===== config.mk =====
export PLATFORM = sky130hd
export DESIGN_NAME = mc_control_flat
export DESIGN_NICKNAME = d
export VERILOG_FILES = /design/src/rtl/mips_pkg.sv /design/src/rtl/mc_control_if.sv /design/src/rtl/mc_alu_dec.sv /design/src/rtl/mc_control.sv /design/src/flat_wrapper.sv
export SDC_FILE = /design/constraint.sdc
export NUM_CORES = 1
export LEC_CHECK = 0
export CAP_MARGIN = 40
export CELL_PAD_IN_SITES_DETAIL_PLACEMENT = 0
export CELL_PAD_IN_SITES_GLOBAL_PLACEMENT = 2
export CORE_ASPECT_RATIO = 0.7
export CORE_MARGIN = 1.5
export CORE_UTILIZATION = 18
export DETAILED_ROUTE_END_ITERATION = 16
export PLACE_DENSITY_LB_ADDON = 0.2
export SYNTH_ARGS = -nofsm -noshare
export SYNTH_HDL_FRONTEND = slang
export SYNTH_SLANG_ARGS = --single-unit
export TNS_END_PERCENT = 50

===== constraint.sdc =====
create_clock -name clk -period 2.5 [get_ports clk]
set_clock_uncertainty 0.2 [all_clocks]
set_input_delay 0.625 -clock clk [delete_from_list [all_inputs] [get_ports clk]]
set_output_delay 0.625 -clock clk [all_outputs]
set_load 0.01 [all_outputs]

===== src/rtl/mips_pkg.sv =====
`default_nettype none
// +----------------------------------------------------------------------+
// | mips_pkg: opcode, funct, ALU-op and controller state encodings        |
// | Rev 1.0 - initial release                                             |
// +----------------------------------------------------------------------+
package mips_pkg;

    localparam logic [5:0] c_OP_RTYPE = 6'b000000;
    localparam logic [5:0] c_OP_ADDI  = 6'b001000;
    localparam logic [5:0] c_OP_LW    = 6'b100011;
    localparam logic [5:0] c_OP_SW    = 6'b101011;
    localparam logic [5:0] c_OP_BEQ   = 6'b000100;
    localparam logic [5:0] c_OP_BGTZ  = 6'b000111;
    localparam logic [5:0] c_OP_J     = 6'b000010;

    localparam logic [5:0] c_FN_ADD = 6'b100000;
    localparam logic [5:0] c_FN_SUB = 6'b100010;
    localparam logic [5:0] c_FN_AND = 6'b100100;
    localparam logic [5:0] c_FN_OR  = 6'b100101;
    localparam logic [5:0] c_FN_XOR = 6'b100110;
    localparam logic [5:0] c_FN_NOR = 6'b100111;
    localparam logic [5:0] c_FN_SLT = 6'b101010;

    typedef enum logic [2:0] {
        ALU_AND = 3'b000,
        ALU_OR  = 3'b001,
        ALU_ADD = 3'b010,
        ALU_XOR = 3'b011,
        ALU_NOR = 3'b100,
        ALU_SUB = 3'b110,
        ALU_SLT = 3'b111
    } alu_op_e;

    typedef enum logic [3:0] {
        S_FETCH  = 4'd0,
        S_DECODE = 4'd1,
        S_MEMADR = 4'd2,
        S_MEMRD  = 4'd3,
        S_MEMWB  = 4'd4,
        S_MEMWR  = 4'd5,
        S_RTEX   = 4'd6,
        S_RTWB   = 4'd7,
        S_BRANCH = 4'd8,
        S_ADDIEX = 4'd9,
        S_ADDIWB = 4'd10,
        S_JUMP   = 4'd11
    } state_e;

endpackage
`default_nettype wire


===== src/rtl/mc_control_if.sv =====
`default_nettype none
// +----------------------------------------------------------------------+
// | mc_control_if: controller <-> datapath signal bundle                  |
// | Rev 1.0 - initial release                                             |
// +----------------------------------------------------------------------+
interface mc_control_if;
    logic [5:0] opcode;
    logic [5:0] funct;
    logic       zero;
    logic       gtz;
    logic       mem_ready;
    logic       pcen;
    logic       iord;
    logic       memread;
    logic       memwrite;
    logic       irwrite;
    logic       regdst;
    logic       memtoreg;
    logic       regwrite;
    logic       alusrca;
    logic [1:0] alusrcb;
    logic [2:0] alucontrol;
    logic [1:0] pcsource;
    logic [3:0] state;

    // master is the controller, slave is the datapath
    modport master (
        input  opcode, funct, zero, gtz, mem_ready,
        output pcen, iord, memread, memwrite, irwrite, regdst, memtoreg,
               regwrite, alusrca, alusrcb, alucontrol, pcsource, state
    );
    modport slave (
        output opcode, funct, zero, gtz, mem_ready,
        input  pcen, iord, memread, memwrite, irwrite, regdst, memtoreg,
               regwrite, alusrca, alusrcb, alucontrol, pcsource, state
    );
endinterface
`default_nettype wire


===== src/rtl/mc_alu_dec.sv =====
`default_nettype none
// +----------------------------------------------------------------------+
// | mc_alu_dec: R-type funct field to ALU operation (combinational)       |
// | Rev 1.0 - initial release                                             |
// +----------------------------------------------------------------------+
module mc_alu_dec
    import mips_pkg::*;
(
    input  wire logic [5:0] i_funct,
    output logic      [2:0] o_alucontrol
);

    always_comb begin
        o_alucontrol = ALU_ADD;
        case (i_funct)
            c_FN_ADD: o_alucontrol = ALU_ADD;
            c_FN_SUB: o_alucontrol = ALU_SUB;
            c_FN_AND: o_alucontrol = ALU_AND;
            c_FN_OR:  o_alucontrol = ALU_OR;
            c_FN_XOR: o_alucontrol = ALU_XOR;
            c_FN_NOR: o_alucontrol = ALU_NOR;
            c_FN_SLT: o_alucontrol = ALU_SLT;
            default:  o_alucontrol = ALU_ADD;
        endcase
    end

endmodule
`default_nettype wire


===== src/rtl/mc_control.sv =====
`default_nettype none
// +----------------------------------------------------------------------+
// | mc_control: multicycle MIPS-subset controller FSM and output decode   |
// | Rev 1.0 - initial release                                             |
// +----------------------------------------------------------------------+
module mc_control
    import mips_pkg::*;
(
    input  wire logic    clk,
    input  wire logic    rst,
    mc_control_if.master bus
);

    state_e     r_state_q;
    state_e     w_state_d;
    state_e     w_cur;
    logic [2:0] w_rtex_alu;

    mc_alu_dec u_alu_dec (
        .i_funct      (bus.funct),
        .o_alucontrol (w_rtex_alu)
    );

    always_ff @(posedge clk) begin
        if (rst) r_state_q <= S_FETCH;
        else     r_state_q <= w_state_d;
    end

    // While reset is held the strobes decode as FETCH so no write can leak out
    assign w_cur     = rst ? S_FETCH : r_state_q;
    assign bus.state = r_state_q;

    always_comb begin
        w_state_d      = w_cur;
        bus.pcen       = 1'b0;
        bus.iord       = 1'b0;
        bus.memread    = 1'b0;
        bus.memwrite   = 1'b0;
        bus.irwrite    = 1'b0;
        bus.regdst     = 1'b0;
        bus.memtoreg   = 1'b0;
        bus.regwrite   = 1'b0;
        bus.alusrca    = 1'b0;
        bus.alusrcb    = 2'd0;
        bus.alucontrol = 3'd0;
        bus.pcsource   = 2'd0;
        case (w_cur)
            S_FETCH: begin
                bus.memread    = 1'b1;
                bus.alusrcb    = 2'd1;
                bus.alucontrol = ALU_ADD;
                if (bus.mem_ready && !rst) begin
                    bus.irwrite = 1'b1;
                    bus.pcen    = 1'b1;
                    w_state_d   = S_DECODE;
                end
            end
            S_DECODE: begin
                bus.alusrcb    = 2'd3;
                bus.alucontrol = ALU_ADD;
                case (bus.opcode)
                    c_OP_LW, c_OP_SW:    w_state_d = S_MEMADR;
                    c_OP_RTYPE:          w_state_d = S_RTEX;
                    c_OP_BEQ, c_OP_BGTZ: w_state_d = S_BRANCH;
                    c_OP_ADDI:           w_state_d = S_ADDIEX;
                    c_OP_J:              w_state_d = S_JUMP;
                    default:             w_state_d = S_FETCH;
                endcase
            end
            S_MEMADR: begin
                bus.alusrca    = 1'b1;
                bus.alusrcb    = 2'd2;
                bus.alucontrol = ALU_ADD;
                w_state_d      = (bus.opcode == c_OP_SW) ? S_MEMWR : S_MEMRD;
            end
            S_MEMRD: begin
                bus.iord    = 1'b1;
                bus.memread = 1'b1;
                if (bus.mem_ready) w_state_d = S_MEMWB;
            end
            S_MEMWB: begin
                bus.memtoreg = 1'b1;
                bus.regwrite = 1'b1;
                w_state_d    = S_FETCH;
            end
            S_MEMWR: begin
                bus.iord     = 1'b1;
                bus.memwrite = 1'b1;
                if (bus.mem_ready) w_state_d = S_FETCH;
            end
            S_RTEX: begin
                bus.alusrca    = 1'b1;
                bus.alucontrol = w_rtex_alu;
                w_state_d      = S_RTWB;
            end
            S_RTWB: begin
                bus.regdst   = 1'b1;
                bus.regwrite = 1'b1;
                w_state_d    = S_FETCH;
            end
            S_BRANCH: begin
                bus.alusrca    = 1'b1;
                bus.alucontrol = ALU_SUB;
                bus.pcsource   = 2'd1;
                bus.pcen       = (bus.opcode == c_OP_BEQ)  ? bus.zero :
                                 (bus.opcode == c_OP_BGTZ) ? bus.gtz  : 1'b0;
                w_state_d      = S_FETCH;
            end
            S_ADDIEX: begin
                bus.alusrca    = 1'b1;
                bus.alusrcb    = 2'd2;
                bus.alucontrol = ALU_ADD;
                w_state_d      = S_ADDIWB;
            end
            S_ADDIWB: begin
                bus.regwrite = 1'b1;
                w_state_d    = S_FETCH;
            end
            S_JUMP: begin
                bus.pcsource = 2'd2;
                bus.pcen     = 1'b1;
                w_state_d    = S_FETCH;
            end
            default: w_state_d = S_FETCH;
        endcase
    end

endmodule
`default_nettype wire

===== src/flat_wrapper.sv =====
// flat-port wrapper written by rule: the top's interface ports become plain ports
module mc_control_flat import mips_pkg::*;
  (clk, rst, bus_opcode, bus_funct, bus_zero, bus_gtz, bus_mem_ready, bus_pcen, bus_iord, bus_memread, bus_memwrite, bus_irwrite, bus_regdst, bus_memtoreg, bus_regwrite, bus_alusrca, bus_alusrcb, bus_alucontrol, bus_pcsource, bus_state);
  mc_control_if bus_i ();
  input  wire logic clk;
  input  wire logic rst;
  input wire logic [$bits(bus_i.opcode)-1:0] bus_opcode;
  input wire logic [$bits(bus_i.funct)-1:0] bus_funct;
  input wire logic [$bits(bus_i.zero)-1:0] bus_zero;
  input wire logic [$bits(bus_i.gtz)-1:0] bus_gtz;
  input wire logic [$bits(bus_i.mem_ready)-1:0] bus_mem_ready;
  output wire logic [$bits(bus_i.pcen)-1:0] bus_pcen;
  output wire logic [$bits(bus_i.iord)-1:0] bus_iord;
  output wire logic [$bits(bus_i.memread)-1:0] bus_memread;
  output wire logic [$bits(bus_i.memwrite)-1:0] bus_memwrite;
  output wire logic [$bits(bus_i.irwrite)-1:0] bus_irwrite;
  output wire logic [$bits(bus_i.regdst)-1:0] bus_regdst;
  output wire logic [$bits(bus_i.memtoreg)-1:0] bus_memtoreg;
  output wire logic [$bits(bus_i.regwrite)-1:0] bus_regwrite;
  output wire logic [$bits(bus_i.alusrca)-1:0] bus_alusrca;
  output wire logic [$bits(bus_i.alusrcb)-1:0] bus_alusrcb;
  output wire logic [$bits(bus_i.alucontrol)-1:0] bus_alucontrol;
  output wire logic [$bits(bus_i.pcsource)-1:0] bus_pcsource;
  output wire logic [$bits(bus_i.state)-1:0] bus_state;
  assign bus_i.opcode = bus_opcode;
  assign bus_i.funct = bus_funct;
  assign bus_i.zero = bus_zero;
  assign bus_i.gtz = bus_gtz;
  assign bus_i.mem_ready = bus_mem_ready;
  assign bus_pcen = bus_i.pcen;
  assign bus_iord = bus_i.iord;
  assign bus_memread = bus_i.memread;
  assign bus_memwrite = bus_i.memwrite;
  assign bus_irwrite = bus_i.irwrite;
  assign bus_regdst = bus_i.regdst;
  assign bus_memtoreg = bus_i.memtoreg;
  assign bus_regwrite = bus_i.regwrite;
  assign bus_alusrca = bus_i.alusrca;
  assign bus_alusrcb = bus_i.alusrcb;
  assign bus_alucontrol = bus_i.alucontrol;
  assign bus_pcsource = bus_i.pcsource;
  assign bus_state = bus_i.state;
  mc_control u_core (.clk(clk), .rst(rst), .bus(bus_i));
endmodule

Yosys cells after proc, flatten, opt, wreduce, memory -nomap -nowiden
Cells that the tools add are included.
{ "word_totals": {"reg_bits": 4, "latch_bits": 0, "mem_bits_rw": 0, "romBits": 0, "in_bits": 17, "out_inout_bits": 20, "n_memories": 0} }
{ "classes": {"addsub": 0, "multipliers": 0, "n_div": 0, "magnitude_cmp": 0, "n_eq_ne": 23, "n_shift": 0, "n_mux": 23, "bitwise": 0, "reduce_logical": 12} }
{ "op_table": {"columns": ["op", "n"], "rows": [
  ["$eq 6x6->1 const B", 8],
  ["$pmux 4 s7", 1],
  ["$pmux 4 s5", 1],
  ["$pmux 3 s6", 1],
  ["$eq 4x3->1 const B", 4],
  ["$eq 4x4->1 const B", 4],
  ["$mux 4", 4],
  ["$eq 6x3->1 const B", 2],
  ["$mux 1", 11],
  ["$reduce_or 2->1", 5],
  ["$pmux 3 s3", 1],
  ["$eq 4x2->1 const B", 2],
  ["$reduce_or 4->1", 2],
  ["$eq 6x2->1 const B", 1],
  ["$eq 6x4->1 const B", 1],
  ["$logic_not 6->1", 1],
  ["$pmux 2 s3", 1],
  ["$eq 4x1->1 const B", 1],
  ["$logic_not 4->1", 1],
  ["$pmux 2 s2", 1],
  ["$mux 3", 1],
  ["$pmux 1 s3", 1],
  ["$reduce_or 3->1", 1],
  ["$logic_and 1x1->1", 1],
  ["$logic_not 1->1", 1]
]} }

Longest topological paths before layout
{ "depth": {"depth_word": 4, "ltp_mapped": 6} }

Cells and area by module
A second synthesis with hierarchy kept.
{ "unflattened": {"cells_unflattened": 102, "hier_area_um2": 714.4} }
{ "modules_own_cells": {"columns": ["mod", "instances", "cells_each", "area_per_inst_um2", "seq_area_each_um2"], "rows": [
  ["mc_control", 1, 91, 623.1, 80.1],
  ["mc_alu_dec", 1, 11, 91.3, 0.0]
]} }

Worst setup path after synthesis
OpenSTA, ideal clock, no wires.
{ "synth_path": {"kind": "input to output", "from": "in bus_opcode[3]", "to": "out bus_pcen", "arrival_ps": 1658, "t_required_ps": 1675, "slack_ps": 17, "path_stages": 2, "path_buffers": 0, "path_cell_list": "or4b_4 -> o41ai_1"} }
{ "synth_between": {"elab_chain_len": 4, "elab_cells_between_ends": 5, "cone_classes": "2 x eq/ne; 3 x mux"} }
{ "synth_lines": {"columns": ["element", "line_no", "source"], "rows": [
  ["from (decl)", "flat_wrapper.sv:7", "input wire logic [$bits(bus_i.opcode)-1:0] bus_opcode;"],
  ["$eq 6x3->1", "mc_control.sv:106", "(bus.opcode == c_OP_BGTZ) ? bus.gtz : 1'b0;"],
  ["$mux 1", "mc_control.sv:106", null],
  ["$mux 1 *", "mc_control.sv:105", "bus.pcen = (bus.opcode == c_OP_BEQ) ? bus.zero :"],
  ["$pmux 1 s3 *", "mc_control.sv:47", "case (w_cur)"],
  ["to (decl)", "flat_wrapper.sv:12", "output wire logic [$bits(bus_i.pcen)-1:0] bus_pcen;"]
]} }
Every way passes the cells marked *; elsewhere a longest branch is shown, timed or not.

Final worst setup path
Same ends and word-level chain as after synthesis.

==> flow_metrics.py <==
metrics = {
    "status": {
        "outcome": "finished with violations",
        "violations": "setup timing",
    },
    "critical_path": {
        "critPathArrivalTime_ns": 1.71,
        "critPathMaxFanout": 2,
        "worstSetupPathType": "in -> out",
        "crit_slowest_cell": "or4b_4",
        "cp_num_buf_inv": 2,
        "critPathCaptureType": "primary output",
        "cp_cell_sequence": "buf_6, or4b_4, o41ai_2, buf_2",
        "required_ns": 1.67,
        "max_stage_delay_ns": 0.53,
        "cp-start-kind": "input pin",
        "crit_family": "simple AND/OR/NAND/NOR gates",
    },
    "detailed_routing": {
        "vias_per_cell": 4.48,
        "vias": 910,
        "ant_nets": 0,
        "route.detailed.drc": 0,
        "wl_per_cell_um": 13.3,
        "drtIter0Drc": 47,
        "wl_um": 2690,
        "dr.pass1.iters": 6,
    },
    "floorplanning": {
        "rows": 17,
        "die_w_um": 74.5,
        "start_util_pct": 19.7,
        "num_io_pins": 37,
        "dieArea_um2": 3950,
        "core_area_um2": 3280,
        "die_h_um": 53.1,
    },
    "power_and_ir_drop": {
        "powerDensity_nw_per_um2": 252,
        "power_leakage_nw": 0.589,
        "power.total_mw": 0.334,
        "vdd_ir_drop_max_uv": 119,
    },
    "logic_synthesis": {
        "synth_top_family_by_area": "simple AND/OR/NAND/NOR gates",
        "yosysWarnings": 0,
        "synth-simple-area-share_pct": 47.4,
        "muxShareOfSynthArea_pct": 1.55,
        "synth-seq-cells": 4,
        "synthAdderAreaFrac_pct": 0,
        "syn_avg_cell_area_um2": 6.78,
        "syn_nets": 112,
        "synth_compound_area_share_pct": 23.3,
        "syn_area_um2": 644,
        "seq_area_frac_synth_pct": 12.4,
        "synth_cell_types": 35,
        "syn_inst": 95,
        "synth-xor-area-share_pct": 6.80,
    },
    "sta": {
        "worst_pin_slew_ns": 0.342,
        "fin_crit_ns": 2.54,
        "setup-violations-final": 1,
        "finalMaxSlewViolations": 0,
        "grt_setup_unrepaired": "yes",
        "fin_ws_ns": -0.0382,
        "slew_headroom_pct": 77.0,
        "fmax_mhz": 394,
        "fin_crit_sh_pct": 102,
        "hold_violations": 0,
    },
    "cts": {
        "cts_root_buffer": "clkbuf_8",
        "cts_inserted_buffers": 3,
        "insertion_delay_ns": 0.22,
        "h-tree-depth": 1,
        "cts_tree": "yes",
        "cts.clk_slew.worst_paths_ns": 0.03,
        "cts.sinks": 4,
        "cts_buffer_depth": 2,
    },
    "finish": {
        "drive_gt1_share_pct": 41.7,
        "fin_area_um2": 1330,
        "fin_nets": 175,
        "area_growth_pct": 106,
        "diodes": 0,
        "largest_register_ffs": 4,
        "layout_commonest_cell": "buf_4",
        "layout_common_cells": "buf_4, nor2_1, buf_2, dlygate4sd2_1, clkdlybuf4s50_1",
    },
    "run": {
        "maxCapViolations": 0,
    },
    "worst_hold_path": {
        "hold_class": "reg -> reg",
    },
    "grt": {
        "antenna_found_initial": 0,
        "grt_pass1_wl_um": 4290,
        "grt_util_all_layers_pct": 14.7,
        "grt_max_degree": 11,
        "grt_pass1_vias": 892,
        "grt_overflow_total": 0,
    },
    "place": {
        "dp_hpwl_um": 2040,
        "place_area_um2": 1210,
        "io_buffer_count": 36,
        "gp_congestion": 0.789,
    },
}
==> through the flow <==
stage          worst slack, ns  std cells  TNS (ns)  hold slack (ns)  utilization [%]
2_1_floorplan           0.0166         95         0            0.481                -
3_3_place_gp            -0.818        196     -7.37            0.471             37.1
3_5_place_dp            -0.847        196     -7.41            0.465             37.1
4_1_cts                 -0.110        202    -0.110            0.481             39.4
5_1_grt                -0.0743        203   -0.0949            0.534             40.6
6_report               -0.0382        203   -0.0382            0.502             40.6
==> cell families after synthesis <==
| logic type | after synthesis |
|---|---|
| compound gates | 21 |
| xor+xnor | 5 |
| buf+inv | 11 |
| flops | 4 |
| mux | 1 |
| simple gates | 53 |
==> power breakdown <==
group | total, mW | internal (mW) | switching (mW)
Clock | 0.141 | 0.103 | 0.0375
Sequential | 0.0684 | 0.0659 | 0.00248
Combinational | 0.126 | 0.0717 | 0.0539
Total | 0.334 | 0.241 | 0.0939
==> tightest hold or removal path, stage by stage (launching register included) <==
cell     delay [ns]
dfxtp_1        0.37
buf_4          0.18
o31ai_1        0.09
==> repair_timing <==
item	CTS	global route
endpoints found under the setup margin	16	6
setup buffers	3	1
pin swaps	6	4
resized for setup	82	16
gates cloned	0	0
hold buffers	0	0
==> cell usage after synthesis <==
library cell,count,area share (%)
nor2_1,13,7.6
nor3_1,7,5.4
a21oi_1,5,3.9
buf_2,5,3.9
nand2_1,5,2.9
nand3_1,5,3.9
dfxtp_1,4,12
nor3b_1,4,4.7
a21o_1,3,3.5
a31oi_1,3,2.9
and4b_1,3,4.7
inv_1,3,1.7
nand2b_1,3,2.9
o21ai_0,3,2.3
xnor2_1,3,4.1
and3_1,2,1.9
clkbuf_1,2,1.2
nand3b_1,2,2.3
nor2b_1,2,1.9
nor4_1,2,1.9
xor2_1,2,2.7
a311o_1,1,1.6
a311oi_1,1,1.4
buf_6,1,1.7
mux2i_1,1,1.6
nor4bb_1,1,1.6
o211ai_1,1,1.2
o31ai_1,1,1.2
o32a_1,1,1.6
o41ai_1,1,1.4
o41ai_2,1,2.5
or2_1,1,0.97
or3_1,1,0.97
or4b_1,1,1.6
or4b_4,1,2.1
==> layout make-up <==
type / count / area (um^2)
fill: 354 / 1950
tap: 47 / 58.8
multi-input combinational: 80 / 591
inverter: 3 / 11.3
sequential: 4 / 81.3
clock buffer: 3 / 41.3
timing repair buffer: 66 / 546
==> layer usage <==
metal	up-vias	global-route usage, %	share of wire (%)
met3	0	4.95	4.6
met2	17	22.2	43
met1	418	20.4	52
met4	0	2.73	0
li1	475	-	-
met5	-	0	0
==> path summary, 6_finish.rpt <==
kind / startpoint / endpoint / slack (ns) / cells after the start
worst max register to register: u_core.bus.state[2] / u_core.bus.state[2] / 0.74 / 5
worst min-delay path: u_core.bus.state[3] / u_core.bus.state[0] / 0.50 / 2
worst min register to register: u_core.bus.state[3] / u_core.bus.state[0] / 0.50 / 2
worst max-delay path: bus_opcode[3] / bus_pcen / -0.04 / 4
Note: power is estimated with default switching activity, not from simulation.
==> patch, RTL diff (config.mk and constraints unchanged) <==
Reset style: asynchronous (`rst`), changed in one clocked block.
--- a/src/rtl/mc_control.sv
+++ b/src/rtl/mc_control.sv
@@ -21,7 +21,7 @@
         .o_alucontrol (w_rtex_alu)
     );
 
-    always_ff @(posedge clk) begin
+    always_ff @(posedge clk or posedge rst) begin
         if (rst) r_state_q <= S_FETCH;
         else     r_state_q <= w_state_d;
     end
Behaviour: differs if rst is asserted again (counterexample within 4 cycles, from zero or initial values and one cycle with rst high); with rst held inactive, the same outputs for 10 cycles.
==> patch against the original RTL <==
  * Sequential cell count is the same
  * Cell area grew 9.6%
  * Critical path depth grew 2
  * Area after synthesis grew 14%
  * Critical path type is now register to output pin
  * Setup slack gained 0.095 ns
  * Routed wire length grew 1.9%
  * Power grew 0.82%
  * Highest routed layer is now met4
  * Count of clock-buffer cells in the layout is the same
  * Register-to-register slack lost 0.08 ns
==> patch: results (changes against the original RTL) <==
INFO  metric result_of_the_run = complete, no violations
INFO  metric synth_flop_cell = dfrtp_1
INFO  metric globalplace.congestion = 0.8111 (+2.8%)
INFO  metric synth_compound_gate_area_share = 24.57% (+1.3 points)
INFO  metric grt_first_pass_wirelength = 4.802 mm (+12%)
INFO  metric share_of_cell_area_taken_by_muxes_after_synthesis = 2.730% (+1.2 points)
INFO  metric final.signal_buffer_count = 74 (+12%)
INFO  metric totalPowerFinal = 0.0003372 W (+0.82%)
INFO  metric worst_r2r_startpoint = u_core.bus.state[0]$_DFF_PP0_
INFO  metric hold_class = input pin to asynchronous set/reset pin
INFO  metric combined_area_of_the_multi_input_logic_cells = 614.3 sq um (+4.0%)
INFO  metric top_layer = met4
INFO  metric power_switching = 0.00009502 W (+1.2%)
INFO  metric power_leakage = 0.6558 nW (+11%)
INFO  metric n_fill_cell = 446 (+26%)
INFO  metric cts_resized = 52 (-37%)
INFO  metric placed_insts = 211 (+7.7%)
INFO  metric synth.area.top_cells = dfrtp_1, nor2_1, nor2b_1
INFO  metric clock_cell_area_share = 2.835% (-0.27 points)
INFO  metric grt_met1_usage = 18.32% (-2.1 points)
INFO  metric synth.distinct_cells = 39 (+11%)
INFO  metric routed-wl-met3 = 123 um (-1.6%)
INFO  metric worstSetupStartpoint = u_core.bus.state[1]$_DFF_PP0_
INFO  metric synth_to_layout_area_growth = 98.64%
INFO  metric layoutNonFillerInstCount = 222 (+9.4%)
INFO  metric n_all_inverters = 1 (-2)
INFO  metric async_reset_ff_share = 100.0% (+100 points)
INFO  metric num-nets-final = 189 (+8.0%)
INFO  metric first_global_vias = 1019 (+14%)
INFO  metric tapCellCount = 52 (+11%)
INFO  metric synth_sequential_area_ratio = 13.65% (+1.2 points)
INFO  metric share_clk_of_total_power = 41.1% (-0.9 points)
INFO  metric met2_length = 1.245 mm (+6.5%)
INFO  metric detail_route.wl_per_cell = 12.37 um (-6.8%)
INFO  metric max-slew-margin-rel = 83.85% (+6.9 points)
INFO  metric crit_slowest_cell = dfrtp_2
INFO  metric critical-path-top-delay-family = buffers and inverters
INFO  metric detailed_place_hpwl = 2.077 mm (+1.7%)
INFO  metric first_iter_violations = 22 (-53%)
INFO  metric period_share = 97.72% (-3.8 points)
INFO  metric post_synth_xor_area_fraction = 4.778% (-2.0 points)
## patch: cell types whose count changed in the layout (fill, tap and decap cells not counted), sizes merged, moves of 3 or more
cell         delta
and4b           -3
clkbuf          +3
dfrtp           +4
dfxtp           -4
dlygate4sd2     +8
nand2b          +3
nor2b           +5
nor3            -4
## patch: worst min path at each step
| stage | from | end | slack, ns | cells after the start |
|---|---|---|---|---|
| after floorplan | rst | u_core.bus.state[0]$_DFF_PP0_ | 0.31 | 2 |
| after global placement | u_core.bus.state[3]$_DFF_PP0_ | u_core.bus.state[3]$_DFF_PP0_ | 0.60 | 3 |
| after detailed placement | u_core.bus.state[3]$_DFF_PP0_ | u_core.bus.state[3]$_DFF_PP0_ | 0.63 | 3 |
| after CTS | rst | u_core.bus.state[3]$_DFF_PP0_ | 0.46 | 4 |
| after global routing | rst | u_core.bus.state[0]$_DFF_PP0_ | 0.50 | 4 |
| final | rst | u_core.bus.state[3]$_DFF_PP0_ | 0.47 | 4 |
